===== config.mk =====
export PLATFORM = sky130hd
export DESIGN_NAME = disp_fetch_arb_flat
export DESIGN_NICKNAME = d
export VERILOG_FILES = /design/src/rtl/disp_pkg.sv /design/src/rtl/disp_fetch_arb_if.sv /design/src/rtl/disp_fetch_arb_rr_pick.sv /design/src/rtl/disp_fetch_arb.sv /design/src/flat_wrapper.sv
export SDC_FILE = /design/constraint.sdc
export NUM_CORES = 1
export LEC_CHECK = 0
export CAP_MARGIN = 10
export CORE_MARGIN = 4
export CORE_UTILIZATION = 47
export CTS_BUF_LIST = sky130_fd_sc_hd__clkbuf_2
export CTS_CLUSTER_SIZE = 8
export DETAILED_ROUTE_END_ITERATION = 8
export DONT_BUFFER_PORTS = 1
export PLACE_DENSITY_LB_ADDON = 0.05
export SKIP_LAST_GASP = 1
export SYNTH_ARGS = -nofsm -noshare
export SYNTH_HDL_FRONTEND = slang
export SYNTH_HIERARCHICAL = 1
export SYNTH_SLANG_ARGS = --single-unit

===== constraint.sdc =====
create_clock -name clk -period 2.98 [get_ports clk]
set_input_delay 0.298 -clock clk [delete_from_list [all_inputs] [get_ports clk]]
set_output_delay 0.298 -clock clk [all_outputs]
set_load 0.1 [all_outputs]

===== src/rtl/disp_pkg.sv =====
// Shared types for the display fetch arbiter: FSM states and requester indices.
package disp_pkg;

  typedef enum logic [1:0] {
    ST_IDLE = 2'd0,
    ST_CMD  = 2'd1,
    ST_DATA = 2'd2
  } state_t;

  localparam int REQ_LCD = 0;
  localparam int REQ_VGA = 1;
  localparam int REQ_SPI = 2;

endpackage


===== src/rtl/disp_fetch_arb_if.sv =====
// Requester, memory-command and read-beat signals of the display fetch arbiter.
interface disp_fetch_arb_if #(
  parameter int NREQ = 3,
  parameter int AW   = 32,
  parameter int DW   = 24,
  parameter int LW   = 8
);
  logic [NREQ-1:0]    req_valid;
  logic [NREQ-1:0]    req_urgent;
  logic [NREQ*AW-1:0] req_addr;
  logic [NREQ*LW-1:0] req_len;
  logic [NREQ-1:0]    req_ready;
  logic               mem_cmd_valid;
  logic               mem_cmd_ready;
  logic [AW-1:0]      mem_cmd_addr;
  logic [LW-1:0]      mem_cmd_len;
  logic               mem_rvalid;
  logic               mem_rlast;
  logic [DW-1:0]      mem_rdata;
  logic [NREQ-1:0]    rd_valid;
  logic [DW-1:0]      rd_data;
  logic               rd_last;
  logic               busy;

  modport master (
    input  req_valid, req_urgent, req_addr, req_len,
    output req_ready,
    output mem_cmd_valid, mem_cmd_addr, mem_cmd_len,
    input  mem_cmd_ready,
    input  mem_rvalid, mem_rlast, mem_rdata,
    output rd_valid, rd_data, rd_last, busy
  );

  modport slave (
    output req_valid, req_urgent, req_addr, req_len,
    input  req_ready,
    input  mem_cmd_valid, mem_cmd_addr, mem_cmd_len,
    output mem_cmd_ready,
    output mem_rvalid, mem_rlast, mem_rdata,
    input  rd_valid, rd_data, rd_last, busy
  );
endinterface


===== src/rtl/disp_fetch_arb_rr_pick.sv =====
// Combinational round-robin picker: first set mask bit strictly after ptr, with wrap.
module rr_pick #(
  parameter int NREQ = 3,
  parameter int IW   = 2
) (
  input  logic [NREQ-1:0] mask,
  input  logic [IW-1:0]   ptr,
  output logic [NREQ-1:0] grant,
  output logic [IW-1:0]   idx
);

  always_comb begin
    int  j;
    logic found;
    grant = '0;
    idx   = '0;
    found = 1'b0;
    j     = 0;
    // i == NREQ lands back on ptr itself, so the last winner is considered last
    for (int i = 1; i <= NREQ; i++) begin
      j = (int'(ptr) + i) % NREQ;
      if (!found && mask[j]) begin
        found    = 1'b1;
        grant[j] = 1'b1;
        idx      = IW'(j);
      end
    end
  end

endmodule


===== src/rtl/disp_fetch_arb.sv =====
// Display line-fetch arbiter: round-robin grant, one memory burst at a time, beats routed to owner.
// Optional urgent-first arbitration is enabled by defining DISP_ARB_URGENT_EN.
module disp_fetch_arb
  import disp_pkg::*;
#(
  parameter int NREQ = 3,
  parameter int AW   = 32,
  parameter int DW   = 24,
  parameter int LW   = 8
) (
  input  logic             clk,
  input  logic             rst,
  disp_fetch_arb_if.master bus
);

  localparam int IW = (NREQ > 1) ? $clog2(NREQ) : 1;

  state_t          state, state_nx;
  logic [IW-1:0]   ptr;
  logic [IW-1:0]   owner;
  logic [LW-1:0]   cnt;
  logic [NREQ-1:0] cand;
  logic [NREQ-1:0] pick_grant;
  logic [IW-1:0]   pick_idx;
  logic            grant_en;
  logic            beat;
  logic            burst_end;

`ifdef DISP_ARB_URGENT_EN
  logic [NREQ-1:0] urgent_set;
  assign urgent_set = bus.req_valid & bus.req_urgent;
  assign cand       = (|urgent_set) ? urgent_set : bus.req_valid;
`else
  assign cand = bus.req_valid;
`endif

  rr_pick #(.NREQ(NREQ), .IW(IW)) u_pick (
    .mask  (cand),
    .ptr   (ptr),
    .grant (pick_grant),
    .idx   (pick_idx)
  );

  // Accept strobe is combinational so it can only ever appear while idle
  assign grant_en      = (state == ST_IDLE) && !rst && (|cand);
  assign bus.req_ready = grant_en ? pick_grant : '0;
  assign bus.busy      = (state != ST_IDLE);
  assign bus.mem_cmd_valid = (state == ST_CMD);

  assign beat      = (state == ST_DATA) && bus.mem_rvalid;
  assign burst_end = beat && ((cnt == bus.mem_cmd_len) || bus.mem_rlast);

  always_comb begin
    state_nx = state;
    unique case (state)
      ST_IDLE: if (grant_en)          state_nx = ST_CMD;
      ST_CMD:  if (bus.mem_cmd_ready) state_nx = ST_DATA;
      ST_DATA: if (burst_end)         state_nx = ST_IDLE;
      default:                        state_nx = ST_IDLE;
    endcase
  end

  always_ff @(posedge clk) begin
    if (rst) begin
      state            <= ST_IDLE;
      ptr              <= IW'(NREQ - 1);
      owner            <= '0;
      cnt              <= '0;
      bus.mem_cmd_addr <= '0;
      bus.mem_cmd_len  <= '0;
      bus.rd_valid     <= '0;
      bus.rd_data      <= '0;
      bus.rd_last      <= 1'b0;
    end else begin
      state <= state_nx;
      if (grant_en) begin
        ptr              <= pick_idx;
        owner            <= pick_idx;
        cnt              <= '0;
        bus.mem_cmd_addr <= bus.req_addr[pick_idx*AW +: AW];
        bus.mem_cmd_len  <= bus.req_len[pick_idx*LW +: LW];
      end
      // Read beat stage: one-cycle registered forward to the owning requester
      bus.rd_valid <= beat ? (NREQ'(1) << owner) : '0;
      bus.rd_last  <= burst_end;
      if (beat) begin
        bus.rd_data <= bus.mem_rdata;
        cnt         <= burst_end ? '0 : cnt + 1'b1;
      end
    end
  end

endmodule


===== src/flat_wrapper.sv =====
// flat-port wrapper written by rule: the top's interface ports become plain ports
module disp_fetch_arb_flat import disp_pkg::*;
#(
  parameter int NREQ = 3,
  parameter int AW   = 32,
  parameter int DW   = 24,
  parameter int LW   = 8
)
  (clk, rst, bus_req_valid, bus_req_urgent, bus_req_addr, bus_req_len, bus_req_ready, bus_mem_cmd_valid, bus_mem_cmd_addr, bus_mem_cmd_len, bus_mem_cmd_ready, bus_mem_rvalid, bus_mem_rlast, bus_mem_rdata, bus_rd_valid, bus_rd_data, bus_rd_last, bus_busy);
  disp_fetch_arb_if #(.NREQ(NREQ), .AW(AW), .DW(DW), .LW(LW)) bus_i ();
  input  logic clk;
  input  logic rst;
  input wire logic [$bits(bus_i.req_valid)-1:0] bus_req_valid;
  input wire logic [$bits(bus_i.req_urgent)-1:0] bus_req_urgent;
  input wire logic [$bits(bus_i.req_addr)-1:0] bus_req_addr;
  input wire logic [$bits(bus_i.req_len)-1:0] bus_req_len;
  output wire logic [$bits(bus_i.req_ready)-1:0] bus_req_ready;
  output wire logic [$bits(bus_i.mem_cmd_valid)-1:0] bus_mem_cmd_valid;
  output wire logic [$bits(bus_i.mem_cmd_addr)-1:0] bus_mem_cmd_addr;
  output wire logic [$bits(bus_i.mem_cmd_len)-1:0] bus_mem_cmd_len;
  input wire logic [$bits(bus_i.mem_cmd_ready)-1:0] bus_mem_cmd_ready;
  input wire logic [$bits(bus_i.mem_rvalid)-1:0] bus_mem_rvalid;
  input wire logic [$bits(bus_i.mem_rlast)-1:0] bus_mem_rlast;
  input wire logic [$bits(bus_i.mem_rdata)-1:0] bus_mem_rdata;
  output wire logic [$bits(bus_i.rd_valid)-1:0] bus_rd_valid;
  output wire logic [$bits(bus_i.rd_data)-1:0] bus_rd_data;
  output wire logic [$bits(bus_i.rd_last)-1:0] bus_rd_last;
  output wire logic [$bits(bus_i.busy)-1:0] bus_busy;
  assign bus_i.req_valid = bus_req_valid;
  assign bus_i.req_urgent = bus_req_urgent;
  assign bus_i.req_addr = bus_req_addr;
  assign bus_i.req_len = bus_req_len;
  assign bus_req_ready = bus_i.req_ready;
  assign bus_mem_cmd_valid = bus_i.mem_cmd_valid;
  assign bus_mem_cmd_addr = bus_i.mem_cmd_addr;
  assign bus_mem_cmd_len = bus_i.mem_cmd_len;
  assign bus_i.mem_cmd_ready = bus_mem_cmd_ready;
  assign bus_i.mem_rvalid = bus_mem_rvalid;
  assign bus_i.mem_rlast = bus_mem_rlast;
  assign bus_i.mem_rdata = bus_mem_rdata;
  assign bus_rd_valid = bus_i.rd_valid;
  assign bus_rd_data = bus_i.rd_data;
  assign bus_rd_last = bus_i.rd_last;
  assign bus_busy = bus_i.busy;
  disp_fetch_arb #(.NREQ(NREQ), .AW(AW), .DW(DW), .LW(LW)) u_core (.clk(clk), .rst(rst), .bus(bus_i));
endmodule

# [After elaboration in Yosys (flattened, before gate mapping)]
# Index checks and enable logic that the tools add are counted.
[word_totals] out_inout_bits=73 inputBits=155 ff_bits=82
[classes] order_cmp=6 n_bitwise=3 shifts=3 div=3 add_sub_neg=4 mux=31 eq_ne=6 n_reduce_logical=19
[ops] cell="$ge A32 B1 Y1 const B" count=3
[ops] cell="$lt A32 B4 Y1 const B" count=3
[ops] cell="$mod A32 B3 Y32 const B" count=3
[ops] cell="$shiftx A96 B8 Y32" count=1
[ops] cell="$mux W8" count=3
[ops] cell="$shiftx A24 B6 Y8" count=1
[ops] cell="$mux W2" count=6
[ops] cell="$mux W3" count=4
[ops] cell="$mux W1" count=11
[ops] cell="$logic_and A1 B1 Y1" count=9
[ops] cell="$add A8 B1 Y8 const B" count=1
[ops] cell="$eq A8 B8 Y1" count=1
[ops] cell="$add A2 B2 Y3 const B" count=2
[ops] cell="$bmux W1 S2" count=3
[ops] cell="$demux W1 S2" count=3
[ops] cell="$ne A2 B1 Y1 const B" count=3
[ops] cell="$or A3 B3 Y3" count=2
[ops] cell="$pmux W2 S3" count=1
[ops] cell="$reduce_bool A2 Y1" count=2
[ops] cell="$add A2 B1 Y3 const B" count=1
[ops] cell="$logic_not A1 Y1" count=3
[ops] cell="$reduce_and A3 Y1" count=1
[ops] cell="$reduce_or A3 Y1" count=1
[ops] cell="$shl A1 B2 Y3 const A" count=1
[ops] cell="6 further kinds" count=6

# [Depth between registers and ports, before layout]
[logic_depth] word_depth=13 ltp_mapped=12 ltp_nobuf=10

# [Cells and area by module]
# Netlist, hierarchy kept.
[by_module_without_submodules] module="disp_fetch_arb" instances=1 cells_per_inst=468 seq_area_each_um2=1621.6 area_per_inst_um2=3812.4
[by_module_without_submodules] module="rr_pick" instances=1 cells_per_inst=35 seq_area_each_um2=0.0 area_per_inst_um2=259.0

# [Least setup slack after synthesis]
# No wires, ideal clock.
[synth_timing] path_kind="flip-flop to output port" from="reg u_core.ptr[0]" to="out bus_req_ready[2]" t_arrival_ns=2.301 stages_incl_launch_ff=8 setup_slack_ns=0.381 n_path_buf=0 cell_sequence="dfxtp_1 -> inv_1 -> ha_1 -> nand2b_1 -> a21boi_1 -> o221ai_2 -> o31ai_1 -> and2_1"
[synth_via] elab_chain_cells=13
[synth_rtl] element="from (decl)" line="disp_fetch_arb.sv:19" source="logic [IW-1:0] ptr;"
[synth_rtl] element="from (signal assigned)" line="disp_fetch_arb.sv:66" source="ptr <= IW'(NREQ - 1);"
[synth_rtl] element="from (signal assigned)" line="disp_fetch_arb.sv:77" source="ptr <= pick_idx;"
[synth_rtl] element="branches (longest 11 deep; another with $mod A32 B3 Y32)"
[synth_rtl] element="$mux W3 (*)" line="disp_fetch_arb_rr_pick.sv:22" source="if (!found && mask[j]) begin"
[synth_rtl] element="net u_core.pick_grant[2]" line="disp_fetch_arb.sv:23" source="logic [NREQ-1:0] pick_grant;"
[synth_rtl] element="$mux W3 (*)" line="disp_fetch_arb.sv:46" source="assign bus.req_ready = grant_en ? pick_grant : '0;"
[synth_rtl] element="to (decl)" line="flat_wrapper.sv:17" source="output wire logic [$bits(bus_i.req_ready)-1:0] bus_req_ready;"
# Mark *: on every way through the listed nets, which the timed path passes. The select of a mux whose other input is x is not followed.

# [Worst setup path in the final report]
[layout_timing] from="reg u_core.ptr[0]" to="out bus_req_ready[0]"
# Same word-level chain as after synthesis.

==> impl_metrics.csv <==
group,metric,value,unit
timing,fin_skew,24.5,ps
drt,ant_nets,0,
synth,syn_area,4070,µm²
placement,gp_congestion,0.884,
synth,synthXorXnorAreaFrac,1.94,%
grt,grt_first_pass_wirelength,18600,µm
critical_path,crit_required,2680,ps
synth,synth.area.top_cells,"dfxtp_1 (40%), mux2i_1 (11%), a21oi_1 (9.3%)",
synth,synth-async-reset-ratio,0,%
drt,wl_met3,1180,µm
pwr,ir_drop,0.000502,V
grt,grt_max_degree,88,
critical_path,max_stage_delay,430,ps
synth,synthAdderAreaFrac,1.54,%
drt,dr_wl_met2,5980,µm
drt,drc_errors,0,
timing,tightest_slew,1020,ps
finish,multiInputGateArea,2380,µm²
finish,nFillCells,749,
floorplan,die_y,101,µm
job,cap_violations,0,
timing,finalSetupViolCount,0,
drt,dr.max_layer_used,"met4",
critical_path,r2r_slack,400,ps
cts,path_clk_slew,250,ps
synth,synth_simple_gate_area_share,22.0,%
synth,netlist.top_cell.by_area,"dfxtp_1",
grt,grt_overflow,0,
synth,synth_cell_types,41,
synth,synth_nets,663,
floorplan,initial_core_util,48.8,%
critical_path,cp_cell_sequence,"inv_1 -> ha_4 -> nor2b_1 -> nand2_1 -> o21ai_0 -> mux2_2 -> and2_1 -> buf_4",
critical_path,crit_family,"flip-flops",
synth,yosys.area.top_type_share,39.8,%
critical_path,crit_end,"bus_req_ready[0]",
placement,numPortBuffers,0,
synth,ys.warnings.count,6,
timing,finalCritPeriodShare,93.3,%
timing,report.final.slew_viol_count,0,
run_status,status,"finished clean",
timing,max_freq,360,MHz
drt,vias,3802,
floorplan,dieArea,10200,µm²
critical_path,critPathLaunch,"u_core/ptr[0]",
timing,rsz0062_at_grt,"no",
critical_path,path_max_fanout,7,
synth,synth.most_common_cell,"dfxtp_1",
timing,hold_viol,0,
critical_path,cp.depth,8,
synth,ys_ff_latch,81,
timing,post-route-min-period,2780,ps
finish,nets,727,
synth,syn_inst,503,
grt,track_usage,22.7,%
critical_path,critical_path.startpoint_type,"flip-flop",
cts,clock_path_buffers,2,
critical_path,ff2ff_path_depth,11,
synth,synth_edf_count,0,
finish,seqCellArea,1630,µm²
finish,num_antenna_cells,0,
critical_path,timing.rr.start,"u_core/ptr[0]",
pwr,p_leak,1.98,nW
finish,utilization,62.2,%
floorplan,rows,33,
drt,routed_via_density,5.62,
cts,cts_buffers,9,
synth,synth_top_family_by_area,"simple AND/OR/NAND/NOR gates",
finish,fin_area,5190,µm²
timing,setup_tns,0,ps
critical_path,crit_buf_inv,2,
floorplan,io_pins,228,
critical_path,critPathSlowestCell,"dfxtp_4",
timing,hold_ws,63.0,ps
drt,drtIter0Drc,149,
synth,synthFlopType,"dfxtp_1",
grt,grt_pass1_vias,3726,
pwr,power,0.00440,W
critical_path,end_kind,"output pin",
placement,dpl_cell_area,4280,µm²
synth,synth_commonest_cells,"dfxtp_1 (81), a21oi_1 (76), nand2_1 (60)",
drt,first_pass_iters,4,
synth,synth_compound_area_share,19.2,%
cts,clk_latency,530,ps
timing,max-slew-margin-rel,31.7,%
synth,avgSynthCellArea,8.09,µm²
grt,antenna_found_initial,0,
synth,yosysSeqAreaShare,39.8,%
cts,cts_max_level,3,
critical_path,path_class,"flip-flop to output pin",
finish,drive_above_1_share,10.5,%
critical_path,cp.arrival,2480,ps
min_path,hold_class,"input port to flip-flop",
floorplan,core_area,8340,µm²
drt,wirelength,12000,µm
drt,met1_length,4540,µm
critical_path,r2r-end,"u_core/bus.mem_cmd_addr[5]",
pwr,powerDensity,848,nW/µm²
finish,syn2layout_area_growth,27.4,%
cts,cts_tree,"yes",
cts,cts_sinks,81,
drt,wl_per_cell,17.7,µm
synth,muxShareOfSynthArea,11.1,%
placement,dp_hpwl,7810,µm
cts,root_buffer,"clkbuf_2",
floorplan,die_x,101,µm
[routing by layer]
metal,GRT usage [%],vias up
li1,-,1880
met5,0,-
met4,7.26,0
met1,26.2,1744
met2,38.7,156
met3,8.58,22
[cells in the final DEF (no fill, tap or decap), drive strengths merged, types with 2 or more instances in the layout]
cell and n:
nand2b 3, nor2 46, a21oi 76, nand3 6, o31ai 3, nand2 60, mux2i 43, nor3 4
or3 2, ha 5, nor4 2, nor3b 2, o22ai 3, mux2 2, and2 3, clkbuf 9
dlygate4sd3 67, and3 2, clkinv 3, xor2 9, dfxtp 81, buf 22, nand3b 42, nor2b 2
a31oi 3, inv 11, o21ai 46
[state kept, by name (all words and copies together) (netlist names)]
name / cells
u_core/owner: 1
u_core/bus.mem_cmd_addr: 32
u_core/bus.mem_cmd_len: 8
u_core/cnt: 8
u_core/bus.rd_last: 1
u_core/bus.rd_valid: 3
u_core/ptr: 2
u_core/bus.rd_data: 24
u_core/state: 2
[final cells by class]
class / instances / share of cell area, %
flip-flops and latches: 81 / 31.4
multi-input cells: 377 / 45.9
clock buffers: 9 / 0.868
repair buffers: 89 / 17.2
clock inverters: 7 / 1.50
well taps: 105 / 2.53
inverters: 9 / 0.651
[stage by stage]
stage | setup WS, ps | instances
4_1_cts | 25.6 | 674
3_3_place_gp | 296 | 591
3_5_place_dp | 238 | 591
2_1_floorplan | 381 | 503
6_report | 200 | 677
5_1_grt | 1.30 | 677
[cell families (layout without fill, tap and decap cells)]
logic type,after synthesis,count (layout)
and+or+nand+nor,176,176
xor gates and xnor gates,9,9
adders and majority gates,5,5
muxes,45,45
AOI/OAI and AO/OA,142,142
DFF,81,81
buffers and inverters,45,114
[worst reg2reg max path, delay by kind of cell, from the launching register on]
family                     cells  cell delay [ps]
AOI/OAI and AO/OA              5              840
DFF                            1              430
buffers and inverters          2              400
muxes                          1              290
and+or+nand+nor                2              200
adders and majority gates      1              300
[power by group]
part / internal, W / total, W / switching, W
logic: 0.000573 / 0.00153 / 0.000956
registers: 0.00125 / 0.00226 / 0.00102
clock network: 0.000202 / 0.000608 / 0.000406
total: 0.00202 / 0.00440 / 0.00238
[repair_timing]
action	CTS	global route
hold endpoints to repair	81	1
hold buffers	67	1
gates resized for setup	3	12
setup buffers	0	2
endpoints found under the setup margin	3	3
pin swaps	0	1
cloned	0	0
[worst min-delay path by stage]
stage | slack, ps | startpoint | cells after the start | end
2_1_floorplan | 390 | bus_mem_cmd_ready | 1 | u_core/state[0]
3_3_place_gp | 370 | rst | 1 | u_core/bus.rd_data[23]
3_5_place_dp | 380 | rst | 1 | u_core/bus.rd_data[23]
4_1_cts | 3 | bus_mem_rvalid | 3 | u_core/state[1]
5_1_grt | 10 | bus_req_len[4] | 4 | u_core/bus.mem_cmd_len[4]
6_report | 60 | bus_req_len[5] | 4 | u_core/bus.mem_cmd_len[5]
Power figures use the tool's default switching activity.
